`src/rtl/riscv_mul_issue.sv`:
```
// Issue/stall controller in front of riscv_multiplier: latches EX operands, holds them
// stable while the multiplier runs, stalls the pipeline and presents the product.
module riscv_mul_issue #(
   parameter int ZERO_BYPASS = 1,
   parameter int TIMEOUT     = 80,
   parameter int CNT_W       = 7
) (
   input  logic        i_riscv_mi_clk,
   input  logic        i_riscv_mi_rst,
   input  logic        i_riscv_mi_req,
   input  logic [3:0]  i_riscv_mi_mulctrl,
   input  logic [63:0] i_riscv_mi_rs1data,
   input  logic [63:0] i_riscv_mi_rs2data,
   input  logic        i_riscv_mi_flush,
   input  logic        i_riscv_mi_hold,
   output logic        o_riscv_mi_stall,
   output logic [63:0] o_riscv_mi_result,
   output logic        o_riscv_mi_resvalid,
   output logic        o_riscv_mi_err,
   output logic [3:0]  o_riscv_mi_mulctrl,
   output logic [63:0] o_riscv_mi_rs1data,
   output logic [63:0] o_riscv_mi_rs2data,
   input  logic [63:0] i_riscv_mi_mulproduct,
   input  logic        i_riscv_mi_mulvalid
);

   typedef enum logic [1:0] {IDLE, BUSY, DONE, DRAIN} state_t;

   state_t             state_q, state_d;
   logic [63:0]        rs1_q, rs2_q, result_q;
   logic [3:0]         ctrl_q;
   logic [CNT_W-1:0]   cnt_q;
   logic               mul_req, zero_op, bypass, timeout;
   logic               start_op, cap_result;

   assign mul_req = i_riscv_mi_req &&
                    (i_riscv_mi_mulctrl inside {4'b1000, 4'b1100, 4'b1101, 4'b1110, 4'b1111});

   // MULW only consumes the low words, so only those decide whether the product is zero
   assign zero_op = (i_riscv_mi_mulctrl == 4'b1000) ?
                    ((i_riscv_mi_rs1data[31:0] == 32'd0) || (i_riscv_mi_rs2data[31:0] == 32'd0)) :
                    ((i_riscv_mi_rs1data == 64'd0) || (i_riscv_mi_rs2data == 64'd0));
   assign bypass  = (ZERO_BYPASS != 0) && zero_op;
   assign timeout = (cnt_q == CNT_W'(TIMEOUT - 1));

   assign o_riscv_mi_rs1data = rs1_q;
   assign o_riscv_mi_rs2data = rs2_q;

   always_comb begin
      state_d             = state_q;
      o_riscv_mi_stall    = 1'b0;
      o_riscv_mi_result   = 64'd0;
      o_riscv_mi_resvalid = 1'b0;
      o_riscv_mi_err      = 1'b0;
      o_riscv_mi_mulctrl  = 4'b0000;
      start_op            = 1'b0;
      cap_result          = 1'b0;
      unique case (state_q)
         IDLE: begin
            if (mul_req && !i_riscv_mi_flush) begin
               if (bypass) begin
                  o_riscv_mi_resvalid = 1'b1;
               end else begin
                  o_riscv_mi_stall = 1'b1;
                  start_op         = 1'b1;
                  state_d          = BUSY;
               end
            end
         end
         BUSY: begin
            o_riscv_mi_mulctrl = ctrl_q;
            o_riscv_mi_stall   = 1'b1;
            // A flushed multiply may still be running, so drain it before reuse
            if (i_riscv_mi_flush) begin
               o_riscv_mi_stall = 1'b0;
               state_d          = i_riscv_mi_mulvalid ? IDLE : DRAIN;
            end else if (i_riscv_mi_mulvalid) begin
               cap_result = 1'b1;
               state_d    = DONE;
            end else if (timeout) begin
               o_riscv_mi_err = 1'b1;
               state_d        = IDLE;
            end
         end
         DONE: begin
            o_riscv_mi_result = result_q;
            if (i_riscv_mi_flush) begin
               state_d = IDLE;
            end else begin
               o_riscv_mi_resvalid = 1'b1;
               if (!i_riscv_mi_hold) state_d = IDLE;
            end
         end
         DRAIN: begin
            o_riscv_mi_stall = i_riscv_mi_req;
            if (i_riscv_mi_mulvalid) begin
               state_d = IDLE;
            end else if (timeout) begin
               o_riscv_mi_err = 1'b1;
               state_d        = IDLE;
            end
         end
         default: state_d = IDLE;
      endcase
   end

   always_ff @(posedge i_riscv_mi_clk) begin
      if (i_riscv_mi_rst) begin
         state_q  <= IDLE;
         rs1_q    <= 64'd0;
         rs2_q    <= 64'd0;
         ctrl_q   <= 4'd0;
         result_q <= 64'd0;
         cnt_q    <= '0;
      end else begin
         state_q <= state_d;
         if (start_op) begin
            rs1_q  <= i_riscv_mi_rs1data;
            rs2_q  <= i_riscv_mi_rs2data;
            ctrl_q <= i_riscv_mi_mulctrl;
         end
         if (cap_result) result_q <= i_riscv_mi_mulproduct;
         // Watchdog restarts on every entry into BUSY or DRAIN
         if ((state_d == BUSY || state_d == DRAIN) && state_d != state_q)
            cnt_q <= '0;
         else if (state_q == BUSY || state_q == DRAIN)
            cnt_q <= cnt_q + 1'b1;
      end
   end

endmodule

```
`config.mk`:
```
export PLATFORM = sky130hd
export DESIGN_NAME = riscv_mul_issue
export DESIGN_NICKNAME = d
export VERILOG_FILES = /design/src/rtl/riscv_mul_issue.sv
export SDC_FILE = /design/constraint.sdc
export NUM_CORES = 1
export LEC_CHECK = 0
export BUFFER_PORTS_ARGS = -buffer_cell sky130_fd_sc_hd__buf_2
export CORE_AREA = 2 2 147 185
export DETAILED_ROUTE_END_ITERATION = 6
export DIE_AREA = 0 0 149 187
export MAX_ROUTING_LAYER = met4
export PLACE_DENSITY = 0.59
export SLEW_MARGIN = 20
export SYNTH_ARGS = -nofsm -noshare
export SYNTH_HDL_FRONTEND = slang
export SYNTH_SLANG_ARGS = --single-unit
```
`constraint.sdc`:
```
create_clock -name i_riscv_mi_clk -period 3 [get_ports i_riscv_mi_clk]
set_clock_uncertainty 0.15 [all_clocks]
set_input_delay 0.45 -clock i_riscv_mi_clk [delete_from_list [all_inputs] [get_ports i_riscv_mi_clk]]
set_output_delay 0.45 -clock i_riscv_mi_clk [all_outputs]
set_load 0.01 [all_outputs]
```
==> After elaboration in Yosys (flattened, before gate mapping) <==
Cells that the tools add are included.
{ "op_classes": {"mux": 28, "n_reduce_logical": 15, "n_eq_ne": 12, "order_cmp": 0, "bitwise": 0, "n_shift": 0, "mul": 0, "n_addsub": 1, "div_mod_pow": 0} }
{ "op_table": {"columns": ["operator", "n"], "rows": [
  ["64-bit logical NOT", 2],
  ["32-bit logical NOT", 2],
  ["64-bit 2-to-1 mux", 1],
  ["4-bit == test, second input constant", 5],
  ["2-bit 2-to-1 mux", 9],
  ["1-bit 2-to-1 mux", 13],
  ["2-bit one-hot mux with 4 select lines", 1],
  ["7-bit by 1-bit adder with 7-bit output, second input constant", 1],
  ["7-bit == test, second input constant", 1],
  ["2-bit == test, second input constant", 3],
  ["5-bit nonzero test", 1],
  ["2-bit by 1-bit == test with 1-bit output, second input constant", 2],
  ["1-bit logical OR", 4],
  ["4-bit 2-to-1 mux", 1],
  ["1-bit one-hot mux with 2 select lines", 2],
  ["1-bit logical AND", 3],
  ["1-bit one-hot mux with 3 select lines", 1],
  ["2-bit logical NOT", 1],
  ["2-bit != test", 1],
  ["2-bit OR reduction", 1],
  ["1-bit logical NOT", 1]
]} }
{ "totals": {"romBits": 0, "mem_count": 0, "input_bits": 202, "latchBits": 0, "ramBits": 0, "reg_bits": 205, "wordCells": 62} }

==> Longest topological paths before layout <==
{ "logic_depth": {"ltp_word": 10, "mapped_depth": 9, "ltp_nobuf": 6} }

==> Least setup slack after synthesis <==
No wires, ideal clock.
{ "synth_path": {"kind": "input-to-output", "from": "input i_riscv_mi_rs2data[56]", "to": "output o_riscv_mi_stall", "required_ns": 2.400, "cell_stages": 9, "path_slack_ns": 0.548, "arrival_time_ns": 1.852, "path_cell_list": "nor4_1 > nand4_1 > o21ai_1 > a22oi_2 > and2_4 > buf_6 > buf_6 > buf_6 > a21o_1"} }
{ "synth_between": {"elab_chain_len": 6} }
{ "synth_rtl": {"columns": ["element", "line", "text"], "rows": [
  ["start: declaration", "13", "input logic [63:0] i_riscv_mi_rs2data,"],
  ["64-bit logical NOT", "42", "((i_riscv_mi_rs1data == 64'd0) || (i_riscv_mi_rs2data == 64'd0));"],
  ["1-bit logical OR", "42", null],
  ["1-bit 2-to-1 mux", "40", "assign zero_op = (i_riscv_mi_mulctrl == 4'b1000) ?"],
  ["1-bit 2-to-1 mux", "61", "if (bypass) begin"],
  ["1-bit 2-to-1 mux", "60", "if (mul_req && !i_riscv_mi_flush) begin"],
  ["1-bit one-hot mux with 3 select lines", "58", "unique case (state_q)"],
  ["end: declaration", "16", "output logic o_riscv_mi_stall,"]
]} }
No other way between the ends.

==> Final worst setup path <==
{ "layout_path": {"from": "register state_q[0]", "to": "output o_riscv_mi_mulctrl[3]"} }
{ "layout_between": {"elab_chain_len": 2} }
{ "layout_rtl": {"columns": ["element", "line", "text"], "rows": [
  ["start: declaration", "29", "state_t state_q, state_d;"],
  ["start signal: assignment", "116", "state_q <= state_d;"],
  ["2-bit by 1-bit == test with 1-bit output", "58", null],
  ["4-bit 2-to-1 mux", "58", null],
  ["end: declaration", "20", "output logic [3:0] o_riscv_mi_mulctrl,"]
]} }
No other way between the ends.

==> impl_metrics.yaml <==
setup_path:
  crit_arrival_ns: 2.33
  critical_path_required_ns: 2.40
  start_kind: "flip-flop"
  crit_type: "flip-flop to output pin"
  reg2reg_slack_ns: 0.42
  crit_fanout: 14
  critPathCaptureType: "output pin"
power:
  power_density_nw_per_um2: 499
  p_sw_share_pct: 23.7
  pwr-share-seq_pct: 46.5
  finalPower_mw: 6.03
  p_clk_share_pct: 45.3
  power.switching_mw: 1.43
  peakVddDrop_mv: 0.346
  p_leak_nw: 5.02
  power_frac_comb_pct: 8.2
  intPower_mw: 4.60
floorplanning:
  die_area_sq_um: 27900
  initial_utilization_pct: 34.3
  core_region_area_sq_um: 26300
  ios: 401
  rows: 67
  die-height_um: 187
  fp.dieW_um: 149
logic_synthesis:
  synth_seq_cells: 205
  synthTopCellsByArea: "dfxtp_1, nand4b_1, nand2b_1"
  netlist.area_leader.share_pct: 45.5
  syn_avg_cell_area_sq_um: 8.50
  yosysUniqueCellTypes: 34
  yosys.area.top_type: "dfxtp_1"
  synth_warnings: 0
  netlist_instances: 1061
  synth_fp_nets: 1264
  syn_area_sq_um: 9020
  seq_area_frac_synth_pct: 45.5
place:
  place_inst: 1722
  port_buffers: 400
  pre_cts_ws_ns: 0.122
  dp_hpwl_um: 20600
  gp_congestion: 0.848
sta:
  finalSetupViolations: 0
  slew_headroom_pct: 35.5
  post-route-period-util_pct: 97.6
  worstMarginPinSlew_ns: 0.967
  layout_setup_ws_ns: 0.0730
  fin_tns_setup_ns: 0
  grt_setup_unrepaired: "true"
  slew_violations: 0
  fmax_mhz: 342
  min_period_ns: 2.93
  hold_violations: 0
cts:
  tritoncts: "done"
  root_buffer: "clkbuf_16"
  clk_latency_ns: 0.51
  cts_buffer_depth: 3
  cts.sinks: 205
  clk_pin_slew_ns: 0.06
  cts_buffers: 23
  htreeDepth: 1
route:
  remaining_drc_errors: 0
  ant_nets: 0
  first_iter_violations: 313
  avgViaCountPerCell: 5.11
  routed-via-count: 9031
  drtPass1Iterations: 5
  wl_per_cell_um: 17.2
  routed_wl_um: 30400
layout:
  layout_common_cells: "buf_2, dfxtp_1, nand2_1"
  register_area_sq_um: 4100
  instances_no_fill: 1769
  multi_input_area_sq_um: 4530
  layout_commonest_cell: "buf_2"
  nFillCells: 2657
  drive_gt1_share_pct: 32.8
  nets: 1610
  areaGrowthSynthToFinish_pct: 33.9
  fin_util_pct: 45.9
grt:
  grt_max_degree: 130
  grt_pass1_vias: 8646
  grt_usage_pct: 21.3
  grt_pass1_wl_um: 47000
  antenna_found_initial: 2
  overflow: 0
hold_path:
  min_path_type: "input port to flip-flop"
flow_run:
  drv_cap: 0
run_status:
  run_status: "finished clean"
==> state kept, by name (all words and copies together) (netlist names) <==
register / cells
result_q: 64
state_q: 2
ctrl_q: 4
o_riscv_mi_rs1data: 64
cnt_q: 7
o_riscv_mi_rs2data: 64
==> cells by family after synthesis <==
group,share of synthesized area [%]
compound gates,12.0
xor+xnor,0.583
fa+ha+maj,0.139
buf+inv,4.63
flops,45.5
mux,0.236
simple gates,37.0
==> area by class of cell <==
type,instances,share of cell area (%)
Tap cell,345,3.57
Timing Repair Buffer,423,18.8
Antenna cell,2,0.0414
Sequential cell,205,34.0
Inverter,3,0.0932
Clock inverter,3,0.228
Clock buffer,37,5.78
Multi-Input combinational cell,751,37.5
==> cell usage after synthesis <==
cell / instances
and2_4: 1
mux2i_1: 1
a22oi_2: 1
o21ai_1: 4
xor2_1: 3
clkbuf_1: 90
xnor2_1: 3
nand4b_1: 131
nor4_1: 33
nor2_1: 9
nor2b_1: 2
mux2_2: 1
buf_6: 3
o211ai_1: 1
buf_1: 8
nor3b_1: 2
buf_2: 1
a21o_1: 1
nand3b_1: 3
a211oi_1: 1
o21ai_0: 132
nor3_2: 7
o2111a_1: 1
nand2_1: 136
inv_1: 3
ha_1: 1
and2_1: 68
a41o_1: 1
dfxtp_1: 205
a32oi_1: 1
a21oi_1: 65
nand4_1: 10
nand2b_1: 131
o32ai_1: 1
==> what timing repair did <==
item                                    4_1_cts  5_1_grt
hold buffers                                  5        0
endpoints found under the hold margin         5        0
gates resized for setup                       0        2
endpoints found under the setup margin        0        2
buffers inserted                              0        0
==> worst paths after layout <==
path | from | endpoint | depth (start not counted)
min reg2reg | result_q[11]$_SDFFE_PP0P_ | result_q[11]$_SDFFE_PP0P_ | 2
min | i_riscv_mi_mulproduct[33] | result_q[33]$_SDFFE_PP0P_ | 3
max reg2reg | state_q[0]$_SDFF_PP0_ | result_q[41]$_SDFFE_PP0P_ | 5
max | state_q[0]$_SDFF_PP0_ | o_riscv_mi_mulctrl[3] | 3
==> per-stage QoR <==
| stage | hold slack, ns | instance area (sq um) |
|---|---|---|
| after floorplan | 0.279 | 9020 |
| after global placement | 0.287 | 11300 |
| after detailed placement | 0.292 | 11300 |
| after CTS | 0.000272 | 12100 |
| after global routing | 0.00336 | 12100 |
| final | 0.0248 | 12100 |
==> worst max-delay path: stages (launching register included) <==
cell and delay (ns):
dfxtp_1 0.72, nor2b_1 0.64, and2_1 0.28, buf_2 0.17
==> power by group through the flow <==
stage / registers, mW / clock network, mW / logic, mW
after floorplan: 2.88 / 0 / 0.189
after global placement: 2.86 / 0 / 0.489
after detailed placement: 2.86 / 0 / 0.489
after CTS: 2.80 / 2.82 / 0.496
after global routing: 2.81 / 2.93 / 0.537
final: 2.80 / 2.73 / 0.495
==> layer usage <==
| layer | up-vias | track usage, % | share of wire [%] | routed length [um] |
|---|---|---|---|---|
| li1 | 4397 | - | - | - |
| met1 | 4210 | 26.4 | 41 | 12600 |
| met2 | 376 | 34.1 | 47 | 14200 |
| met3 | 48 | 5.98 | 9.5 | 2890 |
| met4 | 0 | 5.71 | 2.6 | 795 |
| met5 | - | - | 0 | 0 |
Note: power is estimated with default switching activity, not from simulation.
